===== src/rtl/matrix_scan.sv =====
// HUB75 bit-plane scan engine: fetches each row pair plane by plane from a synchronous
// framebuffer, shifts it out column by column, latches it, then lights it for a plane-weighted time.
module matrix_scan #(
  parameter int COLUMNS      = 32,
  parameter int COLUMN_WIDTH = 5,
  parameter int ROW_PAIRS    = 16,
  parameter int ROW_WIDTH    = 4,
  parameter int PLANES       = 4,
  parameter int PLANE_WIDTH  = 2,
  parameter int BASE_ON_TIME = 32
) (
  input  logic                    clk_in,
  input  logic                    reset,
  input  logic [2:0]              rgb_enable,
  output logic                    fb_rd_en,
  output logic [COLUMN_WIDTH-1:0] fb_column,
  output logic [ROW_WIDTH-1:0]    fb_row,
  output logic [PLANE_WIDTH-1:0]  fb_plane,
  input  logic [2:0]              fb_rgb_top,
  input  logic [2:0]              fb_rgb_bottom,
  output logic                    panel_clk,
  output logic [2:0]              panel_rgb1,
  output logic [2:0]              panel_rgb2,
  output logic [ROW_WIDTH-1:0]    panel_row,
  output logic                    panel_latch,
  output logic                    panel_oe_n,
  output logic                    frame_start
);

  // Holds BASE_ON_TIME << (PLANES-1) itself, so the longest plane never wraps the counter.
  localparam int ON_WIDTH = $clog2(BASE_ON_TIME << (PLANES - 1)) + 1;

  typedef enum logic [2:0] {
    S_FETCH,
    S_LOAD,
    S_CLOCK,
    S_BLANK,
    S_LATCH,
    S_SHOW
  } state_t;

  state_t                  state, next_state;
  logic                    running;
  logic [COLUMN_WIDTH-1:0] column, next_column;
  logic [ROW_WIDTH-1:0]    row, next_row;
  logic [PLANE_WIDTH-1:0]  plane, next_plane;
  logic [ON_WIDTH-1:0]     on_count, next_on_count;
  logic [ON_WIDTH-1:0]     on_load;

  logic last_column;
  logic last_row;
  logic last_plane;
  logic show_done;

  logic rd_d;
  logic clk_d;
  logic latch_d;
  logic oe_n_d;
  logic frame_start_d;

  assign last_column = (column == COLUMN_WIDTH'(COLUMNS - 1));
  assign last_row    = (row == ROW_WIDTH'(ROW_PAIRS - 1));
  assign last_plane  = (plane == PLANE_WIDTH'(PLANES - 1));
  assign show_done   = (on_count == '0);
  assign on_load     = (ON_WIDTH'(BASE_ON_TIME) << plane) - ON_WIDTH'(1);

  // State and scan counters. 'running' is clear only for the first cycle after reset
  // so that the first real FETCH presents its strobe and frame_start.
  // NOTE: sequential state uses non-blocking assignments so every register samples pre-edge values.
  always_ff @(posedge clk_in or negedge reset) begin
    if (!reset) begin
      state    <= S_FETCH;
      running  <= 1'b0;
      column   <= '0;
      row      <= '0;
      plane    <= '0;
      on_count <= '0;
    end else begin
      state    <= next_state;
      running  <= 1'b1;
      column   <= next_column;
      row      <= next_row;
      plane    <= next_plane;
      on_count <= next_on_count;
    end
  end

  // NOTE: every signal gets a default before the case so no path can infer a latch.
  always_comb begin
    next_state    = state;
    next_column   = column;
    next_row      = row;
    next_plane    = plane;
    next_on_count = on_count;
    if (!running) begin
      next_state = S_FETCH;
    end else begin
      unique case (state)
        S_FETCH: next_state = S_LOAD;
        S_LOAD:  next_state = S_CLOCK;
        S_CLOCK: begin
          if (last_column) begin
            next_state = S_BLANK;
          end else begin
            next_state  = S_FETCH;
            next_column = column + 1'b1;
          end
        end
        S_BLANK: next_state = S_LATCH;
        S_LATCH: begin
          next_state    = S_SHOW;
          next_on_count = on_load;
        end
        S_SHOW: begin
          if (show_done) begin
            next_state  = S_FETCH;
            next_column = '0;
            if (last_plane) begin
              next_plane = '0;
              next_row   = last_row ? '0 : row + 1'b1;
            end else begin
              next_plane = plane + 1'b1;
            end
          end else begin
            next_on_count = on_count - 1'b1;
          end
        end
        default: next_state = S_FETCH;
      endcase
    end
  end

  // Outputs are decoded from the upcoming state and registered, so each one lines up
  // with the state it belongs to without any combinational path to the pins.
  always_comb begin
    rd_d          = (next_state == S_FETCH);
    clk_d         = (next_state == S_CLOCK);
    latch_d       = (next_state == S_LATCH);
    oe_n_d        = (next_state != S_SHOW);
    frame_start_d = (next_state == S_FETCH) && (next_column == '0) &&
                    (next_row == '0) && (next_plane == '0);
  end

  always_ff @(posedge clk_in or negedge reset) begin
    if (!reset) begin
      fb_rd_en    <= 1'b0;
      fb_column   <= '0;
      fb_row      <= '0;
      fb_plane    <= '0;
      panel_clk   <= 1'b0;
      panel_rgb1  <= '0;
      panel_rgb2  <= '0;
      panel_row   <= '0;
      panel_latch <= 1'b0;
      panel_oe_n  <= 1'b1;
      frame_start <= 1'b0;
    end else begin
      fb_rd_en    <= rd_d;
      fb_column   <= next_column;
      fb_row      <= next_row;
      fb_plane    <= next_plane;
      panel_clk   <= clk_d;
      panel_latch <= latch_d;
      panel_oe_n  <= oe_n_d;
      frame_start <= frame_start_d;
      // Framebuffer data arrives the cycle after the strobe; the mask is applied as it is captured.
      if (state == S_LOAD) begin
        panel_rgb1 <= fb_rgb_top & rgb_enable;
        panel_rgb2 <= fb_rgb_bottom & rgb_enable;
      end
      // Row address moves only while the panel is blanked.
      if (state == S_BLANK) begin
        panel_row <= row;
      end
    end
  end

endmodule


===== config.mk =====
export PLATFORM = sky130hd
export DESIGN_NAME = matrix_scan
export DESIGN_NICKNAME = d
export VERILOG_FILES = /design/src/rtl/matrix_scan.sv
export SDC_FILE = /design/constraint.sdc
export NUM_CORES = 1
export LEC_CHECK = 0
export CAP_MARGIN = 5
export CORE_UTILIZATION = 25
export CTS_BUF_LIST = sky130_fd_sc_hd__clkbuf_8
export DETAILED_ROUTE_END_ITERATION = 10
export GPL_ROUTABILITY_DRIVEN = 1
export SLEW_MARGIN = 20
export SYNTH_ARGS = -nofsm -noshare
export SYNTH_HDL_FRONTEND = slang
export SYNTH_SLANG_ARGS = --single-unit

===== constraint.sdc =====
create_clock -name clk_in -period 3.1 [get_ports clk_in]
set_input_delay 0.31 -clock clk_in [delete_from_list [all_inputs] [get_ports clk_in]]
set_output_delay 0.31 -clock clk_in [all_outputs]
set_load 0.05 [all_outputs]

# --- Yosys cells after proc, flatten, opt, wreduce, memory -nomap -nowiden ---
# Index checks and enable logic that the tools add are counted.
word_totals:
  regBits: 39
  input_bits: 11
  output_inout_bits: 26
  elab_cells: 64
op_classes:
  addsub: 5
  n_eq_ne: 12
  n_shift: 1
  muxes: 19
  n_bitwise: 2
  n_reduce_logical: 11
op_table:
  columns: ["op", "count"]
  rows:
  - ["2-to-1 mux 4 bit", 5]
  - ["case mux 3 bit (6 select lines)", 1]
  - ["case mux 9 bit (2 select lines)", 1]
  - ["2-to-1 mux 5 bit", 3]
  - ["2-to-1 mux 2 bit", 5]
  - ["case mux 5 bit (2 select lines)", 1]
  - ["equality test 3 x 2 -> 1 bit, second input constant", 3]
  - ["equality test 3 bit, second input constant", 3]
  - ["logical NOT 9 bit", 1]
  - ["2-to-1 mux 9 bit", 1]
  - ["<< shifter 6 x 2 -> 9 bit, first input constant", 1]
  - ["subtractor 9 x 1 -> 9 bit, second input constant", 1]
  - ["subtractor 9 x 2 -> 9 bit, second input constant", 1]
  - ["AND 3 bit", 2]
  - ["logical NOT 3 bit", 2]
  - ["2-to-1 mux 3 bit", 2]
  - ["adder 5 x 1 -> 5 bit, second input constant", 1]
  - ["equality test 5 bit, second input constant", 1]
  - ["logical NOT 5 bit", 1]
  - ["adder 4 x 1 -> 4 bit, second input constant", 1]
  - ["equality test 4 bit, second input constant", 1]
  - ["logical NOT 4 bit", 1]
  - ["equality test 3 x 1 -> 1 bit, second input constant", 1]
  - ["logical AND 1 bit", 3]
  - ["7 further kinds", 7]

# --- Logic depth before layout (Yosys ltp) ---
logic_depth:
  depth_word: 9
  mapped_depth: 8
  ltp_nobuf: 7

# --- Worst setup path before layout ---
# Ideal clock, no wire load.
synth_path:
  path_kind: "reg-to-reg"
  start: "register on_count[0]"
  end: "register frame_start"
  setup_ns: 0.096
  arrival_ns: 2.304
  required_time_ns: 3.004
  setup_slack_ns: 0.701
  path_stages_with_launch: 8
  n_path_buf: 0
  period_less_slack_ns: 2.399
  path_cell_list: "dfrtp_1 > inv_1 > ha_1 > or4b_1 > or4_4 > mux2_4 > o21bai_1 > nor4_2"
synth_via:
  word_cells_on_any_way: 20
  classes_between: "12 x mux; 8 x reduce/logical"
synth_lines:
  columns: ["element", "line", "rtl"]
  rows:
  - ["start: declaration", "47", "logic [ON_WIDTH-1:0] on_count, next_on_count;"]
  - ["start signal: assignment", "84", "on_count <= next_on_count;"]
  - ["logical NOT 9 bit", "64", "assign show_done = (on_count == '0);"]
  - ["2-to-1 mux 4 bit", "115", "if (show_done) begin"]
  - ["2-to-1 mux 4 bit", "98", "unique case (state)"]
  - ["2-to-1 mux 4 bit", "95", "if (!running) begin"]
  - ["named net next_row[1]", "45", "logic [ROW_WIDTH-1:0] row, next_row;"]
  - ["logical NOT 4 bit", "141", "(next_row == '0) && (next_plane == '0);"]
  - ["logical AND 1 bit", "140", "frame_start_d = (next_state == S_FETCH) && (next_column == '0) &&"]
  - ["logical AND 1 bit", "141", null]
  - ["named net frame_start_d", "59", "logic frame_start_d;"]
  - ["end signal: assignment", "165", "frame_start <= frame_start_d;"]
  - ["end: declaration", "27", "output logic frame_start"]
# The timed path passes the listed nets, and every way through them passes these cells.
# A chain may end at the register's enable or synchronous reset.

# --- Worst setup path in the final report ---
# Ends and elaborated chain as after synthesis.

==> results_dict.tcl <==
set metrics [dict create \
    ctsHoldBuffers 0 \
    worst_slew_pin_slew_ns 0.866 \
    yosys.area.top_type "dfrtp_1" \
    maxSlewHeadroom_pct 42.3 \
    portBuffers 36 \
    hold_viol_final 0 \
    placed_cell_area_mm2 0.00253 \
    coreArea_mm2 0.00781 \
    sw_frac_of_total_pct 41.2 \
    arrival_ns 2.74 \
    cts_tree "done" \
    use_met2_pct 18.2 \
    stdcell_area_mm2 0.00261 \
    async_flop_share_pct 100 \
    crit_chain "inv_1, ha_1, or4b_1, or4_4, mux2_4, o21bai_1, nor4_2" \
    viasPerCell 4.86 \
    cts_buffers 5 \
    maxCapViolCount 0 \
    clk_root_buffer_cell "clkbuf_8" \
    grt_use_total_pct 11.1 \
    die-area_mm2 0.00852 \
    cp_max_fo 5 \
    diodes 0 \
    avgSynthCellArea_um2 9.66 \
    syn_area_mm2 0.00204 \
    critPathRequiredTime_ns 3.29 \
    antenna_found_initial 0 \
    h-tree-depth 2 \
    io_pins 37 \
    cts.sinks 39 \
    critical_path_class "register to register" \
    yosysSeqAreaShare_pct 47.9 \
    initial_core_util_pct 26.1 \
    drv_slew 0 \
    drive_gt1_share_pct 9.92 \
    gp_congestion 0.825 \
    startpoint_type "register" \
    nets 269 \
    gr-total-overflow 0 \
    vias 1722 \
    path_clk_slew_ns 0.07 \
    peakVddDrop_v 0.000213 \
    finalCritPeriodShare_pct 82.1 \
    grt_start_max_net_pins 40 \
    ant_nets 0 \
    setup_viol 0 \
    ys_dominant_reg_cell "dfrtp_1" \
    die_x_um 92.3 \
    rows 32 \
    slowest_stage "or4_4" \
    setup.worst_path.end_class "register" \
    drc 0 \
    fill_cells 802 \
    slowest_delay_ns 0.52 \
    met3_usage_pct 3.12 \
    ys_warn_count 0 \
    area_delta_synth_final_pct 28.1 \
    cts_resized 0 \
    drt_first_pass_iters 4 \
    worst_skew_pair.late_latency_ns 0.28 \
    syn_inst 211 \
    top_usage_layer "met2" \
    grtUsageMet1_pct 13.6 \
    drtIter0Drc 65 \
    p_int_mw 1.11 \
    leakagePower_nw 1.13 \
    synth-edff-count 0 \
    skew_ns 0.00627 \
    die_h_um 92.3 \
    fmax_ghz 0.393 \
    rsz0062_at_grt "false" \
    period_minus_slack_ns 2.55 \
    most-common-layout-cells "dfrtp_1 (38), clkdlybuf4s50_1 (35), nand2_1 (29)" \
    post_cts_buffers 0 \
    cts_max_path_buffers 2 \
    clkPwrFrac_pct 16.7 \
    synth_cell_types 46 \
    comb_power_share_pct 45.5 \
    netlist.area_leader.share_pct 46.7 \
    synth_area_leaders "dfrtp_1 (47%), nand2_1 (5.3%), ha_1 (4.3%)" \
    p_seq_share_pct 37.8 \
    synth_nets 229 \
    p_switching_uw 779 \
    synth_seq_cells 39 \
    min_path_type "input port to async pin" \
    grt_pass1_vias 1620 \
    grt_pass1_wl_um 7510 \
    wirelength_um 4560 \
    power.density_mw_per_mm2 725 \
    wl_per_cell_um 12.9 \
    status "completed" \
    final_common_cell "dfrtp_1" \
    detailed_place_hpwl_um 3310 \
    tns_ns 0 \
]
==> sequential cells by signal (all words and copies together), names as in the netlist <==
signal	cells
on_count	9
fb_column	5
fb_row	4
panel_row	4
panel_rgb1	3
panel_rgb2	3
state	3
fb_plane	2
fb_rd_en	1
frame_start	1
panel_clk	1
panel_latch	1
panel_oe_n	1
running	1
==> metrics by stage <==
stage               util, %  instances  hold slack [ns]  worst slack [ns]  power, mW
CTS                    33.4        354            0.172             0.556       1.91
global route           33.4        354            0.216             0.384       2.02
finish                 33.4        354            0.140             0.555       1.89
global placement       32.4        346            0.464             0.630       1.57
floorplan                 -        211           0.0144             0.701       1.31
detailed placement     32.4        346            0.474             0.574       1.58
==> cells by family (layout without fill, tap and decap cells) <==
group,Yosys count,in the layout,share of synthesized area [%]
other,1,1,0.184
multiplexers,9,9,5.22
AO/OA/AOI/OAI,55,55,17.1
XOR/XNOR,2,2,0.860
adder cells (fa/ha/maj),7,7,4.30
flip-flops,39,39,47.9
AND/OR/NAND/NOR,80,80,21.1
buffers and inverters,18,59,3.32
==> cell usage after synthesis (all sizes together), types with 5 or more instances <==
library cell and n:
clkbuf 8, nand3 6, mux2 7, a31oi 6
inv 10, dfrtp 38, nor3 5, nand2 29
nor2 14, o22a 6, a21oi 15, o21ai 16
ha 7
==> final timing paths <==
kind                                                start                         to  slack, ns  cells after the start
max in group asynchronous                           reset         state[1]$_DFF_PN0_       2.42                      1
worst min-delay path                                reset     fb_column[2]$_DFF_PN0_       0.14                      1
worst max register to register    on_count[0]$_DFFE_PN0P_      frame_start$_DFF_PN0_       0.55                      7
min in group clk_in             panel_rgb2[0]$_DFFE_PN0P_  panel_rgb2[0]$_DFFE_PN0P_       0.48                      2
worst min register to register  panel_rgb2[0]$_DFFE_PN0P_  panel_rgb2[0]$_DFFE_PN0P_       0.48                      2
worst max-delay path              on_count[0]$_DFFE_PN0P_      frame_start$_DFF_PN0_       0.55                      7
==> power by group through the flow <==
stage	registers, mW	logic, mW	clock network, mW
2_1_floorplan	0.847	0.468	0
3_3_place_gp	0.717	0.852	0
3_5_place_dp	0.721	0.861	0
4_1_cts	0.711	0.863	0.335
5_1_grt	0.729	0.934	0.356
6_report	0.715	0.860	0.316
==> worst max-delay path, delay by kind of cell (launching register included) <==
kind	cells	cell delay (ns)
simple gates	3	1.22
flops	1	0.41
mux	1	0.32
fa+ha+maj	1	0.20
compound gates	1	0.16
buf+inv	1	0.14
==> metal layers <==
layer,part of all wire (%),up-vias
met5,0,-
li1,-,850
met4,2.5,0
met1,47,824
met3,4.0,10
met2,47,38
==> final cells by class <==
type	instances	area, um2	area share (%)
Multi-Input combinational cell	154	993	38.1
Tap cell	102	128	4.89
Timing Repair Buffer	41	393	15.1
Sequential cell	39	977	37.4
Inverter	10	37.5	1.44
Clock buffer	5	68.8	2.64
Clock inverter	3	12.5	0.479
No activity file was read; power rests on OpenSTA's default activity.
